File: config.mk
export PLATFORM = sky130hd
export DESIGN_NAME = m6502_fetch_sequencer
export DESIGN_NICKNAME = d
export VERILOG_FILES = /design/src/rtl/m6502_fetch_sequencer_pkg.sv /design/src/rtl/m6502_timing_ring.sv /design/src/rtl/m6502_fetch_sequencer.sv
export SDC_FILE = /design/constraint.sdc
export NUM_CORES = 1
export LEC_CHECK = 0
export ABC_AREA = 0
export ABC_CLOCK_PERIOD_IN_PS = 2500
export CAP_MARGIN = 10
export CORE_ASPECT_RATIO = 0.5
export CORE_MARGIN = 2
export CORE_UTILIZATION = 47
export DETAILED_ROUTE_END_ITERATION = 8
export HOLD_SLACK_MARGIN = 0.03
export PLACE_DENSITY = 0.8
export SYNTH_ARGS = -nofsm -noshare
export SYNTH_HDL_FRONTEND = slang
export SYNTH_SLANG_ARGS = --single-unit
File: constraint.sdc
create_clock -name clock -period 2.5 [get_ports clock]
set_clock_uncertainty 0.2 [all_clocks]
set_input_delay 0.5 -clock clock [delete_from_list [all_inputs] [get_ports clock]]
set_output_delay 0.5 -clock clock [all_outputs]
set_load 0.005 [all_outputs]
File: src/rtl/m6502_fetch_sequencer_pkg.sv
// Shared definitions for the M6502 fetch sequencer and its decoder:
// timing-ring bit positions, the reset opcode and the decoder enable-bus layout.
package m6502_fetch_sequencer_pkg;

  // Bit positions inside the one-hot timing ring (bit n = Tn)
  localparam int T0 = 0;
  localparam int T1 = 1;
  localparam int T2 = 2;
  localparam int T3 = 3;
  localparam int T4 = 4;
  localparam int T5 = 5;
  localparam int T6 = 6;
  localparam int T7 = 7;

  localparam int TIMING_W = 8;
  localparam logic [TIMING_W-1:0] TIMING_T0 = 8'h01;

  // Opcode register contents after reset
  localparam logic [7:0] NOP_OPCODE = 8'hEA;

  // Decoder enable-bus bit positions; the decoder packs its outputs this way
  localparam int TIMING_RESET = 0;
  localparam int WRITE_EN     = 1;
  localparam int PC_INC       = 2;
  localparam int RA_DATA_IN_Q = 3;
  localparam int ADL_LOAD     = 4;
  localparam int PC_LOAD      = 5;
  localparam int ENABLE_W     = 6;

endpackage

File: src/rtl/m6502_timing_ring.sv
// One-hot T0..T7 timing ring. Advances each ready cycle, returns to T0 on
// timing_reset (ignored while in T0, where the decoder output is stale) and
// flags a sticky error when it has to wrap past T7 on its own.
module m6502_timing_ring
  import m6502_fetch_sequencer_pkg::*;
(
  input  logic                clock,
  input  logic                reset_n,
  input  logic                ready,
  input  logic                advance,
  input  logic                timing_reset,
  output logic [TIMING_W-1:0] timing,
  output logic                timing_error
);

  logic [TIMING_W-1:0] timing_next;
  logic                error_next;
  logic                step;
  logic                reset_ring;

  assign step       = ready & advance;
  // In T0 the enables come from the previous opcode, so they must not act
  assign reset_ring = timing_reset & ~timing[T0];

  // Next ring position: shift left, or return to T0 on reset / overrun
  always_comb begin
    timing_next = timing;
    error_next  = timing_error;
    if (step) begin
      if (reset_ring) begin
        timing_next = TIMING_T0;
      end else if (timing[T7]) begin
        timing_next = TIMING_T0;
        error_next  = 1'b1;
      end else begin
        timing_next = {timing[TIMING_W-2:0], 1'b0};
      end
    end
  end

  // Ring and sticky error registers
  always_ff @(posedge clock or negedge reset_n) begin
    if (!reset_n) begin
      timing       <= TIMING_T0;
      timing_error <= 1'b0;
    end else begin
      timing       <= timing_next;
      timing_error <= error_next;
    end
  end

endmodule

File: src/rtl/m6502_fetch_sequencer.sv
// M6502 fetch sequencer: timing ring, opcode register, program counter and
// absolute-address low-byte latch, driven by the decoder's enables.
module m6502_fetch_sequencer
  import m6502_fetch_sequencer_pkg::*;
#(
  parameter logic [15:0] RESET_PC   = 16'hF000,
  parameter logic [7:0]  NOP_OPCODE = m6502_fetch_sequencer_pkg::NOP_OPCODE
) (
  input  logic        clock,
  input  logic        reset_n,
  input  logic        ready,
  input  logic [7:0]  data_in,
  input  logic        timing_reset,
  input  logic        pc_inc,
  input  logic        adl_load,
  input  logic        pc_load,
  output logic [7:0]  timing,
  output logic [7:0]  opcode,
  output logic [15:0] address,
  output logic        sync,
  output logic [15:0] pc,
  output logic        timing_error
);

  logic [7:0] adl;
  logic       fetch;

  m6502_timing_ring u_ring (
    .clock        (clock),
    .reset_n      (reset_n),
    .ready        (ready),
    .advance      (1'b1),
    .timing_reset (timing_reset),
    .timing       (timing),
    .timing_error (timing_error)
  );

  assign fetch   = timing[T0];
  assign sync    = fetch;
  assign address = pc;

  // Opcode fetch in T0; PC load/increment and ADL latch in T1..T7
  always_ff @(posedge clock or negedge reset_n) begin
    if (!reset_n) begin
      opcode <= NOP_OPCODE;
      pc     <= RESET_PC;
      adl    <= 8'h00;
    end else if (ready) begin
      if (fetch) begin
        opcode <= data_in;
        pc     <= pc + 16'd1;
      end else begin
        if (pc_load) begin
          pc <= {data_in, adl};
        end else if (pc_inc) begin
          pc <= pc + 16'd1;
        end
        if (adl_load) begin
          adl <= data_in;
        end
      end
    end
  end

endmodule

# [Word level (Yosys, flattened, before mapping)]
# Cells that the tools add are included.
# W data, S select, Z words.
[classes] reduce_logical=5 bitwise_logic=3 n_mux=5 n_addsub=1
[ops] operator="$mux W16" count=3
[ops] operator="$add A16 B1 Y16 const B" count=1
[ops] operator="$mux W8" count=2
[ops] operator="$reduce_and A3 Y1" count=2
[ops] operator="$reduce_and A2 Y1" count=2
[ops] operator="$reduce_bool A3 Y1" count=1
[ops] operator="$not A1 Y1" count=2
[ops] operator="$and A1 B1 Y1" count=1
[totals] elab_cells=19 output_inout_bits=50 in_bits=15 register_bits=41

# [Depth between registers and ports, before layout]
# Gate-level depths: netlist of run 1.
[depth] depth_word=4 mapped_depth=7 depth_no_buf=5

# [Cells and area by module]
# Synthesis of run 1 repeated with hierarchy kept, for this count alone.
[unflattened] hier_cells=200 area_unflattened_um2=2164.6
[by_module_without_submodules] mod="m6502_fetch_sequencer" instances=1 cells_each=174 area_each_um2=1789.2 seq_area_each_um2=812.0
[by_module_without_submodules] mod="m6502_timing_ring" instances=1 cells_each=26 area_each_um2=375.4 seq_area_each_um2=226.5

# [Worst setup path before layout of run 1]
# Ideal clock, no wire load.
[synth_path] path_type="register to register" startpoint="reg pc[0], in the netlist address[0]" endpoint="reg pc[14], in the netlist address[14]" t_required_ns=2.216 synth_period_minus_slack_ns=1.912 setup_slack_ns=0.588 path_stages_with_launch=6 setup_ns=0.084 t_arrival_ns=1.628 path_buffers=0 cell_sequence="dfrtp_1 ha_1 nand4_2 or4_4 o32ai_2 a21oi_1"
[synth_between] elab_chain_len=4
[synth_lines] item="start, declared" line_no="m6502_fetch_sequencer.sv:21" source="output logic [15:0] pc,"
[synth_lines] item="start signal, assigned" line_no="m6502_fetch_sequencer.sv:51" source="pc <= pc + 16'd1;"
[synth_lines] item="start signal, assigned" line_no="m6502_fetch_sequencer.sv:54" source="pc <= {data_in, adl};"
[synth_lines] item="start signal, assigned" line_no="m6502_fetch_sequencer.sv:56" source="pc <= pc + 16'd1;"
[synth_lines] item="$add A16 B1 Y16 (*)" line_no="m6502_fetch_sequencer.sv:51, m6502_fetch_sequencer.sv:56"
[synth_lines] item="$mux W16" line_no="m6502_fetch_sequencer.sv:55" source="end else if (pc_inc) begin"
[synth_lines] item="$mux W16" line_no="m6502_fetch_sequencer.sv:53" source="if (pc_load) begin"
[synth_lines] item="$mux W16 (*)" line_no="m6502_fetch_sequencer.sv:49" source="if (fetch) begin"
# Every way passes the cells marked *; elsewhere a longest branch is shown, timed or not. The select of a mux whose other input is x is not followed.
# A chain may end at the register's enable or synchronous reset.

# [Final worst setup path of run 1]
[layout_path] startpoint="reg u_ring.timing[0]" endpoint="out timing[0]"
[layout_rtl] item="start, declared" line_no="m6502_timing_ring.sv:12" source="output logic [TIMING_W-1:0] timing,"
[layout_rtl] item="start signal, assigned" line_no="m6502_timing_ring.sv:47" source="timing <= timing_next;"
[layout_rtl] item="end, declared" line_no="m6502_fetch_sequencer.sv:17" source="output logic [7:0] timing,"
# No word-level cell between the ends.

==> results of run 1 <==
area by class of cell:
cell class / count / area (µm²)
fill: 354 / 1544
sequential: 41 / 1039
multi-input combinational: 132 / 889.6
timing repair buffer: 72 / 708.2
clock buffer: 6 / 72.57
tap: 57 / 71.32
clock inverter: 2 / 38.79
inverter: 5 / 18.77
power by group through the flow:
stage / clock [µW] / combinational, µW / sequential (µW)
finish: 536 / 975 / 1120
global route: 577 / 1060 / 1160
CTS: 540 / 980 / 1120
detailed placement: 0 / 974 / 1130
global placement: 0 / 953 / 1120
floorplan: 0 / 517 / 1070
cell usage in the layout (no fill, tap or decap), types with 2 or more instances in the layout:
master,count
sky130_fd_sc_hd__or3_1,3
sky130_fd_sc_hd__nand4_1,3
sky130_fd_sc_hd__dfstp_2,10
sky130_fd_sc_hd__nand2_1,13
sky130_fd_sc_hd__buf_4,7
sky130_fd_sc_hd__clkdlybuf4s50_1,63
sky130_fd_sc_hd__o22ai_1,6
sky130_fd_sc_hd__and3_1,2
sky130_fd_sc_hd__a21oi_1,19
sky130_fd_sc_hd__a311oi_1,2
sky130_fd_sc_hd__a2bb2oi_1,2
sky130_fd_sc_hd__o31ai_1,2
sky130_fd_sc_hd__a22o_1,6
sky130_fd_sc_hd__nor2_1,10
sky130_fd_sc_hd__inv_1,5
sky130_fd_sc_hd__dfrtp_1,31
sky130_fd_sc_hd__clkbuf_8,5
sky130_fd_sc_hd__nor4_1,2
sky130_fd_sc_hd__nand3_1,7
sky130_fd_sc_hd__nor3_1,6
sky130_fd_sc_hd__nor2b_1,3
sky130_fd_sc_hd__nand3b_1,2
sky130_fd_sc_hd__o21ai_0,8
sky130_fd_sc_hd__mux2_2,16
sky130_fd_sc_hd__o41ai_1,2
metal layers:
layer  GRT usage, %  vias to the layer above  wire length, µm
met3          6.317                        8              436
met4          4.110                        0               44
li1               -                      840                -
met5              0                        -                0
met2          35.14                       88             2487
met1          30.60                      897             2281
per-stage QoR:
step	hold WS [ps]	power [µW]	instances	cell area, µm²
detailed placement	294.2	2106	307	2726
global placement	262.9	2069	307	2726
floorplan	4.409	1589	205	2131
CTS	69.83	2640	315	2838
global route	94.06	2794	315	2838
finish	61.24	2632	315	2838
path summary, 6_finish.rpt:
check / endpoint / slack (ps) / from / depth (start not counted)
setup / recovery: timing[0] / 330 / u_ring.timing[0]$_DFFE_PN1P_ / 1
hold / removal: opcode[0]$_DFFE_PN0P_ / 60 / reset_n / 2
setup reg to reg: address[14]$_DFFE_PN1P_ / 420 / address[0]$_DFFE_PN0P_ / 5
hold reg to reg: u_ring.timing_error$_DFFE_PN0P_ / 300 / u_ring.timing_error$_DFFE_PN0P_ / 1
max in group asynchronous: address[13]$_DFFE_PN1P_ / 1670 / reset_n / 2
min in group clock: u_ring.timing_error$_DFFE_PN0P_ / 300 / u_ring.timing_error$_DFFE_PN0P_ / 1
kinds of logic (layout without fill, tap and decap cells):
family / count (synthesis) / after routing / share of synthesized area (%)
muxes: 16 / 16 / 8.456
buffers and inverters: 32 / 85 / 9.512
AOI/OAI and AO/OA: 56 / 56 / 17.62
adders and majority gates: 1 / 1 / 0.5871
and+or+nand+nor: 59 / 59 / 15.09
DFF: 41 / 41 / 48.74
flip-flops by register name, indices dropped and copies added, names as in the netlist:
register,cells
u_ring.timing,8
address,16
opcode,8
adl,8
u_ring.timing_error,1
==> results.md, run 1 <==
- Post-synth design cell area: 2131 µm²
- Vias per inst: 5.819
- Initial DRC count: 131
- Starting density of the core: 48.63%
- Flip-flop and latch count after synthesis: 41
- Max Clk Rate: 461.1 MHz
- Die Footprint: 5121 µm²
- Max Slew Vio Count: 0
- Utilization of the core after routing: 64.76%
- Cell-internal power: 1787 µW
- Ordered list of cells on the worst path: clkdlybuf4s50_1
- Run status: finished clean
- Antenna Nets Post-Route: 0
- Dpl ws: 264.2 ps
- Fraction of power consumed by combinational cells: 37.1%
- TritonCTS buffer count: 5
- Io pins: 65
- DIE HEIGHT: 51.61 µm
- Detailed-route via count: 1833
- Width of the die: 99.22 µm
- Synth top area cells: sky130_fd_sc_hd__dfrtp_1, sky130_fd_sc_hd__dfstp_2, sky130_fd_sc_hd__mux2_2
- Worst-path maximum fanout: 11
- Seq pwr share: 42.6%
- Clock network fraction of total power: 20.4%
- Via count of the first global-routing pass: 1722
- Total clock sinks: 41
- Antenna violations before repair: 0
- Unrepaired setup endpoints after global routing: false
- Routability Congestion: 0.9677
- Endpoints failing setup: 0
- Most common cell in the synthesized netlist: sky130_fd_sc_hd__dfrtp_1
- Most instantiated flip-flop cell in the synthesis netlist: sky130_fd_sc_hd__dfrtp_1
- Sequential share of the synthesized area: 48.74%
- Layout cells sized above 1: 19.38%
- Leakage Power: 0.001145 µW
- MaxCap Viol Count: 0
- Number of H-tree levels: 2
- Source-to-sink clock delay at the later pin of the worst-skew pair: 290 ps
- Library cells used by synthesis: 43
- Final critical-path share of the clock period: 86.75%
- Average footprint of a synthesized cell: 10.39 µm²
- Hold Crit Class: primary input to asynchronous set/reset pin
- Total congestion overflow after global routing: 0
- Delay of the slowest cell on the worst path: 640 ps
- Cell accounting for the most synthesized area: sky130_fd_sc_hd__dfrtp_1
- DRT Pass-1 Iters: 6
- Port-buffer cells: 64
- Final-layout setup total negative slack: 0 ps
- Worst EP required: 1800 ps
- Clock transition at path regs: 80 ps
- Hold Violations, Final: 0
- Worst voltage drop across the vdd grid: 0.0004333 V
- CTS-repair resized insts: 0
- Average routed wire per standard cell: 16.67 µm
- Time the final worst path needs with I/O delays and setup: 2169 ps
- CTS hold repair buffers: 0
- Fraction of synthesized cell area taken by the top area cell type: 36.41%
- Slowest-stage cell, CP: sky130_fd_sc_hd__dfstp_2
- Type of destination of the critical path: primary output
- Global-route wire length before repair: 8.714 mm
- Syn_nets: 221
- Root Buffer Master: sky130_fd_sc_hd__clkbuf_8
- Critical path launch point type: flip-flop
- Share of synthesized flip-flops with an asynchronous set or reset: 100.0%
- Slew headroom: 65.99%
- Worst path top cell family by delay: flip-flops
- Classification of the worst setup path: flip-flop to primary output
- # diodes: 0
- Final-stage net count: 273
- CP bufs+invs: 1
- TritonCTS clock tree: built
- Switching part of the total power: 32.08%
- Switching pwr: 844.1 µW
- Instance count of the mapped netlist: 205
- Buffer count from post-CTS setup fixing: 0
- Commonest cells in the netlist: sky130_fd_sc_hd__dfrtp_1, sky130_fd_sc_hd__buf_4, sky130_fd_sc_hd__a21oi_1
- Num rows: 17
- Total DRC errors in the routed layout: 0
- Number of enable flip-flop cells after synthesis: 0
- Worst Path Arrival: 1470 ps
- HPWL after detailed placement: 3.842 mm
- Transition time of the tightest slew-check pin: 510.1 ps
- Wire length reported by the detailed router: 5.251 mm
- Yosys warnings: 0
- Power per Cell Area: 927.4 nW/µm²
- Area of the core: 4382 µm²
- Global routing usage summed across all routing layers: 22.03%
- Largest net degree at the start of global routing: 42
- Setup slack of the critical path after layout: 331.2 ps
- Clock tree buffer depth: 2
- Area delta synth->final: 33.18%
(Power assumes the default switching activity.)
==> run 2, diff against run 1 <==
Settings changed: PLACE_DENSITY 0.8 to not set, PLACE_DENSITY_LB_ADDON set to 0.05.
==> run 2 against run 1 <==
Largest cell class unchanged. Via count shrank 4.5%. Setup slack gained 8.4 ps. Die area is the same. Critical endpoint unchanged. Critical path type unchanged. Flip-flop and latch count is the same. Power shrank 3.7%.
==> results.md, run 2 (synthesis gave the netlist of run 1 again) <==
- Run status: finished clean
- Max FFs per register: 16
- Area delta synth->final: 32.47%
- Total DRC errors in the routed layout: 0
- Overall power consumption: 2534 µW
- CP bufs+invs: 1
- Transition time of the tightest slew-check pin: 786.0 ps
- Setup slack of the critical path after layout: 339.6 ps
- TritonCTS clock tree: built
- Clock tree buffer depth: 2
- Post-detailed-placement cell area: 2729 µm²
- Critical path launch point type: flip-flop
- Highest metal layer used by the detailed router: met4
- Leakage Power: 0.001139 µW
- Type of destination of the critical path: primary output
- Worst EP required: 1800 ps
- Antenna Nets Post-Route: 0
- Detailed route wirelength on metal3: 480 µm
- Wire length reported by the detailed router: 5.216 mm
- Global-route wire length before repair: 8.687 mm
- Utilization of the core after routing: 64.42%
- Num rows: 17
- Most common library cell in the layout ignoring fill and taps: sky130_fd_sc_hd__clkdlybuf4s50_1
- Filler cells: 363
- Slew headroom: 47.60%
- Buffer count from post-CTS setup fixing: 0
- HPWL after detailed placement: 3.861 mm
- Detailed-routing wirelength on met1: 2.499 mm
- CTS hold repair buffers: 0
- Endpoints failing setup: 0
- Worst voltage drop across the vdd grid: 0.0003545 V
- Vias per inst: 5.521
- Average routed wire per standard cell: 16.45 µm
- Max Slew Vio Count: 0
- Worst-path maximum fanout: 11
- Hold Crit Class: primary input to asynchronous set/reset pin
- Area of the core: 4382 µm²
- CTS-repair resized insts: 0
- Max Clk Rate: 462.9 MHz
- Delay of the slowest cell on the worst path: 630 ps
- Clock transition at path regs: 90 ps
- Final-stage net count: 275
- DRT Pass-1 Iters: 4
- Io pins: 65
- Root Buffer Master: sky130_fd_sc_hd__clkbuf_8
- Initial DRC count: 104
- Starting density of the core: 48.63%
- Number of H-tree levels: 2
- MaxCap Viol Count: 0
- Time the final worst path needs with I/O delays and setup: 2160 ps
- Global routing usage summed across all routing layers: 22.29%
- Final-layout setup total negative slack: 0 ps
- TritonCTS buffer count: 5
- Largest net degree at the start of global routing: 37
- Detail Route met2 WL: 2.210 mm
- Hold Violations, Final: 0
- Power per Cell Area: 897.7 nW/µm²
- Die Footprint: 5121 µm²
- Detailed-route via count: 1750
- Final critical-path share of the clock period: 86.42%
- # diodes: 0
- Total clock sinks: 41
- Width of the die: 99.22 µm
- Ordered list of cells on the worst path: clkdlybuf4s50_1
- Most frequent cells in the layout: sky130_fd_sc_hd__clkdlybuf4s50_1, sky130_fd_sc_hd__dfrtp_1, sky130_fd_sc_hd__a21oi_1, sky130_fd_sc_hd__mux2_2, sky130_fd_sc_hd__nand2_1
- Slowest-stage cell, CP: sky130_fd_sc_hd__dfstp_2
- Source-to-sink clock delay at the later pin of the worst-skew pair: 290 ps
- Total congestion overflow after global routing: 0
- Dpl ws: 264.3 ps
- Unrepaired setup endpoints after global routing: false
- Port-buffer cells: 64
- Classification of the worst setup path: flip-flop to primary output
- Worst path top cell family by delay: flip-flops
- Worst Path Arrival: 1460 ps
- DIE HEIGHT: 51.61 µm
- Antenna violations before repair: 0
- Layout cells sized above 1: 20.38%
- Layout Cell Area excl Fill: 2823 µm²
- Via count of the first global-routing pass: 1697
- Routability Congestion: 0.9085
## run 2: cell types whose count changed in the layout (fill, tap and decap cells not counted), sizes merged
cell      change
bufinv        -1
clkbuf        -1
inv           +1
clkinvlp      +1
buf           +2
## run 2: layer usage
metal / track usage (%) / vias up
met1: 32.39 / 832
li1: - / 846
met5: 0 / -
met2: 32.43 / 70
met4: 5.479 / 0
met3: 6.989 / 2
## run 2: cell type report
type | count | area (µm²) | share of cell area, %
clock buffers | 5 | 68.82 | 2.438
clock inverters | 3 | 25.02 | 0.8865
inverters | 5 | 18.77 | 0.6649
multi-input cells | 132 | 889.6 | 31.52
flip-flops and latches | 41 | 1039 | 36.79
well taps | 57 | 71.32 | 2.527
repair buffers | 74 | 710.7 | 25.18
## run 2: final timing paths
check	start	end	slack, ps	depth (start not counted)
setup / recovery	u_ring.timing[0]$_DFFE_PN1P_	timing[0]	340	1
hold / removal	reset_n	address[2]$_DFFE_PN0P_	80	1
setup reg to reg	address[0]$_DFFE_PN0P_	address[14]$_DFFE_PN1P_	420	5
hold reg to reg	u_ring.timing_error$_DFFE_PN0P_	u_ring.timing_error$_DFFE_PN0P_	290	1
max in group asynchronous	reset_n	u_ring.timing[0]$_DFFE_PN1P_	1360	2
min in group clock	u_ring.timing_error$_DFFE_PN0P_	u_ring.timing_error$_DFFE_PN0P_	290	1
## run 2: stage by stage
stage | std cells | hold slack [ps]
after floorplan | 205 | 4.409
final | 317 | 77.38
after detailed placement | 309 | 269.5
after CTS | 317 | 111.1
after global routing | 317 | 146.5
after global placement | 309 | 273.3
## run 2: where the power goes
group / total (µW) / internal (µW) / switching [µW]
Combinational: 961 / 617 / 344
Sequential: 1120 / 870 / 252
Clock: 451 / 202 / 250
Total: 2530 / 1690 / 846
==> run 3, diff against run 2 <==
Settings changed: CORE_UTILIZATION 47 to 40, SLEW_MARGIN set to 5.
==> run 3 against run 2 <==
Setup slack worse by 3.5 ps. Sequential share of layout area fell by 0.32 points. Power decreased by 0.31%. Largest cell class unchanged. Highest routed layer unchanged.
==> results.md, run 3 (synthesis gave the netlist of run 1 again) <==
- Io pins: 65
- TritonCTS buffer count: 5
- Classification of the worst setup path: flip-flop to primary output
- Endpoints failing setup: 0
- Power per Cell Area: 887.1 nW/µm²
- DRT Pass-1 Iters: 4
- Hold Crit Class: flip-flop to flip-flop
- Routability Congestion: 0.8764
- Clock tree buffer depth: 2
- Final-stage net count: 275
- Worst path top cell family by delay: flip-flops
- Number of H-tree levels: 2
- Vias per inst: 5.442
- Filler cells: 436
- Slowest-stage cell, CP: sky130_fd_sc_hd__dfstp_2
- Width of the die: 107.2 µm
- Unrepaired setup endpoints after global routing: false
- Total clock sinks: 41
- Max Clk Rate: 462.1 MHz
- Layout cells sized above 1: 19.62%
- Area delta synth->final: 33.65%
- Worst-path maximum fanout: 11
- Ordered list of cells on the worst path: clkdlybuf4s50_1
- Time the final worst path needs with I/O delays and setup: 2164 ps
- Total DRC errors in the routed layout: 0
- CP bufs+invs: 1
- DIE HEIGHT: 55.61 µm
- Leakage Power: 0.001134 µW
- Detailed-route via count: 1796
- Source-to-sink clock delay at the later pin of the worst-skew pair: 300 ps
- Max FFs per register: 16
- Critical path launch point type: flip-flop
- Utilization of the core after routing: 56.70%
- Final-layout setup total negative slack: 0 ps
- Initial DRC count: 112
- Post-detailed-placement cell area: 2750 µm²
- Antenna violations before repair: 0
- HPWL after detailed placement: 3.891 mm
- Hold Violations, Final: 0
- Buffer count from post-CTS setup fixing: 0
- Num rows: 18
- Die Footprint: 5963 µm²
- Wire length reported by the detailed router: 5.306 mm
- Layout Cell Area excl Fill: 2848 µm²
- Worst EP required: 1800 ps
- Slew headroom: 71.33%
- Global routing usage summed across all routing layers: 19.23%
- Clock transition at path regs: 80 ps
- Final critical-path share of the clock period: 86.55%
- Area of the core: 5022 µm²
- Largest net degree at the start of global routing: 42
- Antenna Nets Post-Route: 0
- Worst voltage drop across the vdd grid: 0.0003553 V
- Max Slew Vio Count: 0
- Most common library cell in the layout ignoring fill and taps: sky130_fd_sc_hd__clkdlybuf4s50_1
- # diodes: 0
- Port-buffer cells: 64
- Via count of the first global-routing pass: 1757
- Most frequent cells in the layout: sky130_fd_sc_hd__clkdlybuf4s50_1, sky130_fd_sc_hd__dfrtp_1, sky130_fd_sc_hd__a21oi_1, sky130_fd_sc_hd__mux2_2, sky130_fd_sc_hd__nand2_1
- Delay of the slowest cell on the worst path: 630 ps
- Run status: finished clean
- Root Buffer Master: sky130_fd_sc_hd__clkbuf_8
- Starting density of the core: 42.43%
- Transition time of the tightest slew-check pin: 428.4 ps
- TritonCTS clock tree: built
- Worst Path Arrival: 1460 ps
- Total congestion overflow after global routing: 0
- Global-route wire length before repair: 8.976 mm
- MaxCap Viol Count: 0
- Type of destination of the critical path: primary output
- Average routed wire per standard cell: 16.08 µm
[run 3: metal layers]
metal	GRT usage [%]	share of wire, %	vias to the layer above
met4	5.195	0.75	0
met2	26.22	42	75
met5	0	0	-
li1	-	-	845
met1	28.46	46	871
met3	7.026	11	5
[run 3: worst paths after layout]
kind | cells after the start | from | slack, ps | end
max | 1 | u_ring.timing[0]$_DFFE_PN1P_ | 340 | timing[0]
min | 1 | u_ring.timing_error$_DFFE_PN0P_ | 290 | u_ring.timing_error$_DFFE_PN0P_
max reg2reg | 5 | address[0]$_DFFE_PN0P_ | 380 | address[14]$_DFFE_PN1P_
min reg2reg | 1 | u_ring.timing_error$_DFFE_PN0P_ | 290 | u_ring.timing_error$_DFFE_PN0P_
max in group asynchronous | 3 | reset_n | 1340 | address[12]$_DFFE_PN1P_
min in group asynchronous | 3 | reset_n | 500 | u_ring.timing[2]$_DFFE_PN0P_
[run 3: where the power goes]
part	internal (µW)	switching [µW]
Combinational	619	348
Sequential	870	254
Clock	197	238
[run 3: metrics by stage]
step           setup slack, ps  hold WS [ps]  total power [µW]  instances
2_1_floorplan            588.4         4.409              1589        205
3_3_place_gp             326.9         270.1              2096        321
3_5_place_dp             302.4         268.1              2111        321
4_1_cts                  313.5         291.1              2555        330
5_1_grt                  258.0         306.2              2706        330
6_report                 336.1         285.7              2526        330
[run 3: cell type report]
class	count	area, µm²	share of cell area (%)
inverter	5	18.77	0.6591
sequential	41	1039	36.47
tap	70	87.58	3.076
timing repair buffer	74	725.7	25.48
clock buffer	6	72.57	2.548
multi-input combinational	132	889.6	31.24
clock inverter	2	15.01	0.5272
[run 3: timing repair]
action | CTS | global route
hold buffers | 1 | 0
hold endpoints to repair | 31 | 0
gates resized for setup | 0 | 0
